File: src/rtl/led7seg_scan.sv
// Multiplexed DIGITS-wide 7-segment driver: scan prescaler, hex decode, dp, per-digit blanking and leading-zero blanking.
// LED/SA are registered: 1-clock latency from D/DP/EN/LZB and idx; no handshake, inputs are sampled every clock.
module led7seg_scan #(
  parameter int DIGITS         = 4,
  parameter int DIV            = 50000,
  parameter int SEG_ACTIVE_LOW = 1,
  parameter int AN_ACTIVE_LOW  = 1
) (
  input  logic                  CLK,
  input  logic                  RST_N,
  input  logic [4*DIGITS-1:0]   D,
  input  logic [DIGITS-1:0]     DP,
  input  logic [DIGITS-1:0]     EN,
  input  logic                  LZB,
  output logic [7:0]            LED,
  output logic [DIGITS-1:0]     SA
);

  localparam int CW = (DIV > 1) ? $clog2(DIV) : 1;
  localparam int IW = (DIGITS > 1) ? $clog2(DIGITS) : 1;

  localparam logic [7:0]        LED_OFF = (SEG_ACTIVE_LOW != 0) ? 8'hFF : 8'h00;
  localparam logic [DIGITS-1:0] SA_OFF  = (AN_ACTIVE_LOW != 0) ? {DIGITS{1'b1}} : {DIGITS{1'b0}};

  logic [CW-1:0]     cnt_q, cnt_d;
  logic [IW-1:0]     idx_q, idx_d;
  logic [7:0]        led_q, led_d;
  logic [DIGITS-1:0] sa_q,  sa_d;

  logic [3:0]        nib;
  logic              dp_bit;
  logic              en_bit;
  logic              upper_zero;
  logic              zero_run;
  logic              blank;
  logic [DIGITS-1:0] onehot;
  logic [7:0]        seg_word;

  function automatic logic [6:0] hex2seg(input logic [3:0] h);
    logic [6:0] s;
    case (h)
      4'h0:    s = 7'h3F;
      4'h1:    s = 7'h06;
      4'h2:    s = 7'h5B;
      4'h3:    s = 7'h4F;
      4'h4:    s = 7'h66;
      4'h5:    s = 7'h6D;
      4'h6:    s = 7'h7D;
      4'h7:    s = 7'h07;
      4'h8:    s = 7'h7F;
      4'h9:    s = 7'h6F;
      4'hA:    s = 7'h77;
      4'hB:    s = 7'h7C;
      4'hC:    s = 7'h39;
      4'hD:    s = 7'h5E;
      4'hE:    s = 7'h79;
      default: s = 7'h71;
    endcase
    return s;
  endfunction

  // Prescaler: idx advances once every DIV clocks and wraps at DIGITS-1.
  always_comb begin
    cnt_d = cnt_q + CW'(1);
    idx_d = idx_q;
    if (cnt_q == CW'(DIV - 1)) begin
      cnt_d = '0;
      idx_d = (idx_q == IW'(DIGITS - 1)) ? '0 : idx_q + IW'(1);
    end
  end

  // Walk digits from the top so zero_run holds "all nibbles DIGITS-1..k are zero" at digit k.
  always_comb begin
    nib        = 4'h0;
    dp_bit     = 1'b0;
    en_bit     = 1'b0;
    upper_zero = 1'b0;
    zero_run   = 1'b1;
    onehot     = '0;
    for (int k = DIGITS - 1; k >= 0; k--) begin
      zero_run = zero_run && (D[4*k +: 4] == 4'h0);
      if (idx_q == IW'(k)) begin
        nib        = D[4*k +: 4];
        dp_bit     = DP[k];
        en_bit     = EN[k];
        upper_zero = zero_run;
        onehot[k]  = 1'b1;
      end
    end

    blank    = !en_bit || (LZB && (idx_q != '0) && upper_zero);
    seg_word = blank ? 8'h00 : {dp_bit, hex2seg(nib)};
    led_d    = (SEG_ACTIVE_LOW != 0) ? ~seg_word : seg_word;
    sa_d     = blank ? '0 : onehot;
    if (AN_ACTIVE_LOW != 0) begin
      sa_d = ~sa_d;
    end
  end

  always_ff @(posedge CLK or negedge RST_N) begin
    if (!RST_N) begin
      cnt_q <= '0;
      idx_q <= '0;
      led_q <= LED_OFF;
      sa_q  <= SA_OFF;
    end else begin
      cnt_q <= cnt_d;
      idx_q <= idx_d;
      led_q <= led_d;
      sa_q  <= sa_d;
    end
  end

  assign LED = led_q;
  assign SA  = sa_q;

endmodule

File: config.mk
export PLATFORM = sky130hd
export DESIGN_NAME = led7seg_scan
export DESIGN_NICKNAME = d
export VERILOG_FILES = /design/src/rtl/led7seg_scan.sv
export SDC_FILE = /design/constraint.sdc
export NUM_CORES = 1
export LEC_CHECK = 0
export CAP_MARGIN = 10
export CORE_ASPECT_RATIO = 2
export CORE_MARGIN = 3
export CORE_UTILIZATION = 50
export DETAILED_ROUTE_END_ITERATION = 7
export PLACE_DENSITY_LB_ADDON = 0.15
export SETUP_SLACK_MARGIN = 0.5
export SYNTH_ARGS = -nofsm -noshare
export SYNTH_HDL_FRONTEND = slang
export SYNTH_SLANG_ARGS = --single-unit
File: constraint.sdc
create_clock -name CLK -period 2.9 [get_ports CLK]
set_input_delay 0.435 -clock CLK [delete_from_list [all_inputs] [get_ports CLK]]
set_output_delay 0.435 -clock CLK [all_outputs]
set_load 0.005 [all_outputs]
* Yosys cells after proc, flatten, opt, wreduce, memory -nomap -nowiden
Memory sizes are Yosys's and may differ from the RTL's.
Index checks and enable logic that the tools add are counted.
** Storage, ports and cells
- Word-level logic and storage cells :: 50
- Output and inout port bits :: 12
- Memories kept :: 1
- Bits in registers :: 30
- ROM bits :: 112
** Operators by class
- Add/subtract/negate cells :: 2
- Equality and inequality tests :: 4
- Mux-type cells :: 24
- Reduce and logical (&&, ||, !) cells :: 13
- Bitwise logic cells :: 2
** Memory list
- (name not given) :: depth 16, width 7, read ports 1, clocked after memory_dff 0, write ports 0, line 41 : case (h)
** Operators with widths (number)
- two-way mux 4 bit :: 5
- adder 16 x 1 -> 16 bit (second input constant) :: 1
- equality test 16 bit (second input constant) :: 1
- zero test 4 bit :: 4
- two-way mux 1 bit :: 16
- two-way mux 16 bit :: 1
- two-way mux 8 bit :: 1
- NOT 8 bit :: 1
- logical AND 1 bit :: 5
- equality test 2 bit (second input constant) :: 2
- NOT 4 bit :: 1
- adder 2 x 1 -> 2 bit (second input constant) :: 1
- equality test 2 x 1 -> 1 bit (second input constant) :: 1
- zero test 2 bit :: 1
- two-way mux 2 bit :: 1
- nonzero test 2 bit :: 1
- zero test 1 bit :: 1
- logical OR 1 bit :: 1

* Logic depth before layout (Yosys ltp)
- Depth after elaboration :: 9
- Depth in mapped cells :: 12
- Depth with buffers taken out :: 10

* Worst setup path after synthesis
OpenSTA, ideal clock, no wires.
- Kind :: register -> register
- Start point :: register idx_q[0]
- End point :: register led_q[3], in the netlist LED[3]
- Library setup time :: 0.072 ns
- Data required time :: 2.828 ns
- Setup slack :: 0.726 ns
- Stages on the path, launching flop included :: 12
- Buffers on the path :: 2
- Arrival time :: 2.102 ns
- Cell sequence :: dfrtp_1 ha_1 buf_6 or2_1 buf_6 a221oi_1 nor2_1 inv_1 ha_1 nor3_1 a211oi_1 o21ai_1
** Between the ends
- Word-level cells in the longest chain between the ends :: 9
- Elaborated cells between the ends (all ways) :: 24
** Ends and longest elaborated chain
- start: declaration :: line 26 : logic [IW-1:0] idx_q, idx_d;
- start signal: assignment :: line 108 : idx_q <= idx_d;
- branches (longest 7 deep; another with memory (16 x 7 bit))
- two-way mux 8 bit * :: line 92 : seg_word = blank ? 8'h00 : {dp_bit, hex2seg(nib)};
- NOT 8 bit * :: line 93 : led_d = (SEG_ACTIVE_LOW != 0) ? ~seg_word : seg_word;
- via led_d[3] :: line 27 : logic [7:0] led_q, led_d;
- end signal: assignment :: line 109 : led_q <= led_d;
- end: declaration :: line 27
Mark *: on every way through the listed nets, which the timed path passes.
A chain may end at the register's enable or synchronous reset.

* Final worst setup path
- Start point :: register idx_q[0]
- End point :: register led_q[0], in the netlist LED[0]
The elaborated chain is that of the path after synthesis.

==> impl_results.md <==
- Initial antenna violation count: 0
- Vias in the first global route: 1,545
- First-pass GRT wire length: 6.223 mm
- HPWL Detailed: 3.115 mm
- Largest net degree at the start of global routing: 31
- Clk slew on worst S/H paths: 60 ps
- Fmax: 446.6 MHz
- GRT Overall Usage: 20.13%
- Max-cap violation count: 0
- DIE WIDTH: 47.87 um
- CP Capture Type: flip-flop
- Cell Area, Synth: 1753 sq um
- Detailed Route Iter0 Violations: 20
- Total iterations of the first detailed-routing run: 4
- Post-Synthesis Cells: 183
- Leak Pwr: 0.9642 nW
- Total die area: 4296 sq um
- CTS Buf Count: 5
- Syn_nets: 221
- Core Footprint: 3266 sq um
- Setup violations, final: 0
- HP Class: flip-flop to flip-flop
- ANT nets after route: 0
- H-tree levels: 2
- Initial Utilization: 53.68%
- RSZ-0062 raised after global routing: no
- Critical path type: flip-flop to flip-flop
- P_sw: 205.7 uW
- Combinational fraction of design power: 13.0%
- CTS tree: done
- Total Wirelength: 3.967 mm
- Final #Nets: 265
- Vias after detailed routing: 1,491
- Clock Tree Buf Depth: 2
- Worst setup SP type: flip-flop
- Worst slew pin tran: 566.5 ps
- Layout area overhead: 32.55%
- Sw frac: 22.93%
- Slowest cell delay on critical path: 400 ps
- Worst Path Required: 3090 ps
- Routed vias/inst: 5.757
- Clock power share: 38.3%
- Minimum clock period: 2239 ps
- Hold Slack: 480.9 ps
- Outcome: finished clean
- Period utilization: 77.21%
- Synthesized flop and latch total: 30
- Library cells used by synthesis: 46
- Row count: 29
- Placed insts: 248
- YS warnings: 0
- Residual DRC count: 0
- Seq/Total Area, Yosys: 43.68%
- Share of layout cells above drive strength 1: 17.54%
- Internal power: 691.3 uW
- CTS root buffer: clkbuf_8
- Sequential power share: 48.7%
- Peak VDD IR: 281.8 uV
- Max-slew violation count: 0
- Port buffer count: 38
- Critical-path cell list: inv_1, ha_1, buf_4, a22oi_2, a21o_1, inv_1, ha_1, nor3_1, o31ai_2
- Non-Filler Instances: 259
- Fillers: 247
- Mean Syn Cell Area: 9.579 sq um
- Clock latency on the worst-skew pair: 290 ps
- Pwr Density: 386.1 nW/um^2
- Slowest cell on the critical path: dfrtp_1
- Wire length per cell: 15.32 um
- GP Congestion: 0.8840
- Fin. Hold Viols: 0
- Antenna Diode Count: 0
- GR Overflow Total: 0
- CP arrival: 2430 ps
- Final TNS setup: 0 ps
- Clock sink total: 30
- DIE HEIGHT: 89.74 um
- Clk_skew: 2.936 ps
- I/O pin cnt: 39
- CP max FO: 11
- Slew Limit Headroom: 62.12%
[final timing paths]
path | slack (ps) | cells after the start | start | to
max | 660 | 9 | idx_q[0]$_DFFE_PN0N_ | LED[0]$_DFF_PN1_
min | 480 | 1 | cnt_q[0]$_DFF_PN0_ | cnt_q[0]$_DFF_PN0_
max reg2reg | 660 | 9 | idx_q[0]$_DFFE_PN0N_ | LED[0]$_DFF_PN1_
min in group asynchronous | 520 | 2 | RST_N | cnt_q[3]$_DFF_PN0_
max in group asynchronous | 2070 | 2 | RST_N | LED[6]$_DFF_PN1_
min reg2reg | 480 | 1 | cnt_q[0]$_DFF_PN0_ | cnt_q[0]$_DFF_PN0_
[sequential cells by signal, summed over array words and instances, names as in the netlist]
signal and count:
LED 8, SA 4, cnt_q 16, idx_q 2
[placed cells by master (no fill, tap or decap), drive strengths merged, types with 2 or more instances in the layout]
| master | count |
|---|---|
| nor3 | 7 |
| a211oi | 4 |
| mux2i | 2 |
| o21ai | 10 |
| clkbuf | 7 |
| nor4 | 3 |
| dfrtp | 18 |
| xor2 | 6 |
| a221o | 2 |
| o22ai | 2 |
| clkdlybuf4s50 | 38 |
| nand2 | 23 |
| nand3 | 8 |
| ha | 11 |
| nor2b | 4 |
| o211ai | 2 |
| nand4 | 3 |
| xnor2 | 8 |
| o31ai | 2 |
| buf | 6 |
| dfstp | 12 |
| o21a | 2 |
| a221oi | 4 |
| inv | 6 |
| nor2 | 19 |
| nand2b | 4 |
[layer usage]
metal  GRT usage, %  share of wire, %  vias to the layer above
li1               -                 -                      731
met1          17.24                34                      704
met2          36.50                58                       46
met3          3.600               4.4                       10
met4          13.48               3.6                        0
met5              0                 0                        -
[critical path: cells and delay by family (launching register included)]
| kind | cells | cell delay [ps] |
|---|---|---|
| AO/OA/AOI/OAI | 3 | 510 |
| buffers and inverters | 3 | 430 |
| adder cells (fa/ha/maj) | 2 | 520 |
| flip-flops | 1 | 400 |
| AND/OR/NAND/NOR | 1 | 280 |
[what timing repair did]
action,CTS,global route
pin swaps,0,1
resized for setup,5,8
endpoints found under the setup margin,7,10
hold buffers,0,0
hold endpoints to repair,0,0
setup buffers,0,3
[cells in the mapped netlist (all sizes together)]
| library cell | count | area (sq um) |
|---|---|---|
| o311ai | 1 | 8.760 |
| dfrtp | 18 | 450.4 |
| o21a | 2 | 15.01 |
| nor3 | 7 | 40.04 |
| xor2 | 6 | 52.55 |
| a211o | 1 | 8.760 |
| and3 | 1 | 6.260 |
| o221ai | 1 | 8.760 |
| mux2i | 2 | 20.02 |
| dfstp | 12 | 315.3 |
| or2 | 1 | 6.260 |
| a21o | 1 | 7.510 |
| ha | 11 | 137.6 |
| nor4b | 1 | 8.760 |
| a211oi | 4 | 35.03 |
| a221o | 2 | 20.02 |
| clkbuf | 3 | 11.26 |
| nor2 | 19 | 73.82 |
| nor2b | 4 | 25.02 |
| xnor2 | 8 | 70.07 |
| or4 | 1 | 7.510 |
| o21ai | 10 | 50.05 |
| and4 | 1 | 8.760 |
| o31ai | 2 | 20.02 |
| nor4 | 3 | 18.77 |
| o211ai | 2 | 15.01 |
| nand4 | 3 | 18.77 |
| a221oi | 4 | 41.29 |
| a22oi | 1 | 7.510 |
| nand2b | 4 | 25.02 |
| a21oi | 1 | 5.000 |
| nand3 | 8 | 40.04 |
| a21boi | 1 | 7.510 |
| and2 | 1 | 6.260 |
| buf | 4 | 32.53 |
| nand2 | 23 | 86.33 |
| o22ai | 2 | 12.51 |
| inv | 6 | 22.52 |
| a31oi | 1 | 6.260 |
[power groups by stage]
stage	Sequential, mW	Clock, mW	Combinational (mW)
floorplan	0.445	0	0.0376
global placement	0.444	0	0.111
detailed placement	0.444	0	0.114
CTS	0.437	0.348	0.115
global route	0.437	0.372	0.127
finish	0.437	0.344	0.116
[layout make-up]
type / instances / area [sq um] / share of cell area (%)
clock buffer: 7 / 86.33 / 3.716
sequential: 30 / 765.7 / 32.96
tap: 31 / 38.79 / 1.669
clock inverter: 1 / 5.005 / 0.2154
timing repair buffer: 44 / 425.4 / 18.31
inverter: 6 / 22.52 / 0.9693
multi-input combinational: 140 / 979.7 / 42.16
[kinds of logic (layout without fill, tap and decap cells)]
| family | count (synthesis) | after routing | share of synthesized area, % |
|---|---|---|---|
| AO/OA/AOI/OAI | 36 | 36 | 15.35 |
| adder cells (fa/ha/maj) | 11 | 11 | 7.851 |
| buffers and inverters | 13 | 58 | 3.783 |
| AND/OR/NAND/NOR | 77 | 77 | 21.20 |
| flip-flops | 30 | 30 | 43.68 |
| multiplexers | 2 | 2 | 1.142 |
| XOR/XNOR | 14 | 14 | 6.995 |
[per-stage QoR]
step / total power [mW] / area (sq um) / setup slack, ps / util, %
after global routing: 0.9366 / 2323 / 507.6 / 71.15
after detailed placement: 0.5578 / 2151 / 327.7 / 65.86
after global placement: 0.5548 / 2151 / 431.6 / 65.86
after CTS: 0.9003 / 2258 / 500.6 / 69.16
after floorplan: 0.4830 / 1753 / 725.8 / -
final: 0.8970 / 2323 / 660.8 / 71.15
Note: power is estimated with default switching activity, not from simulation.
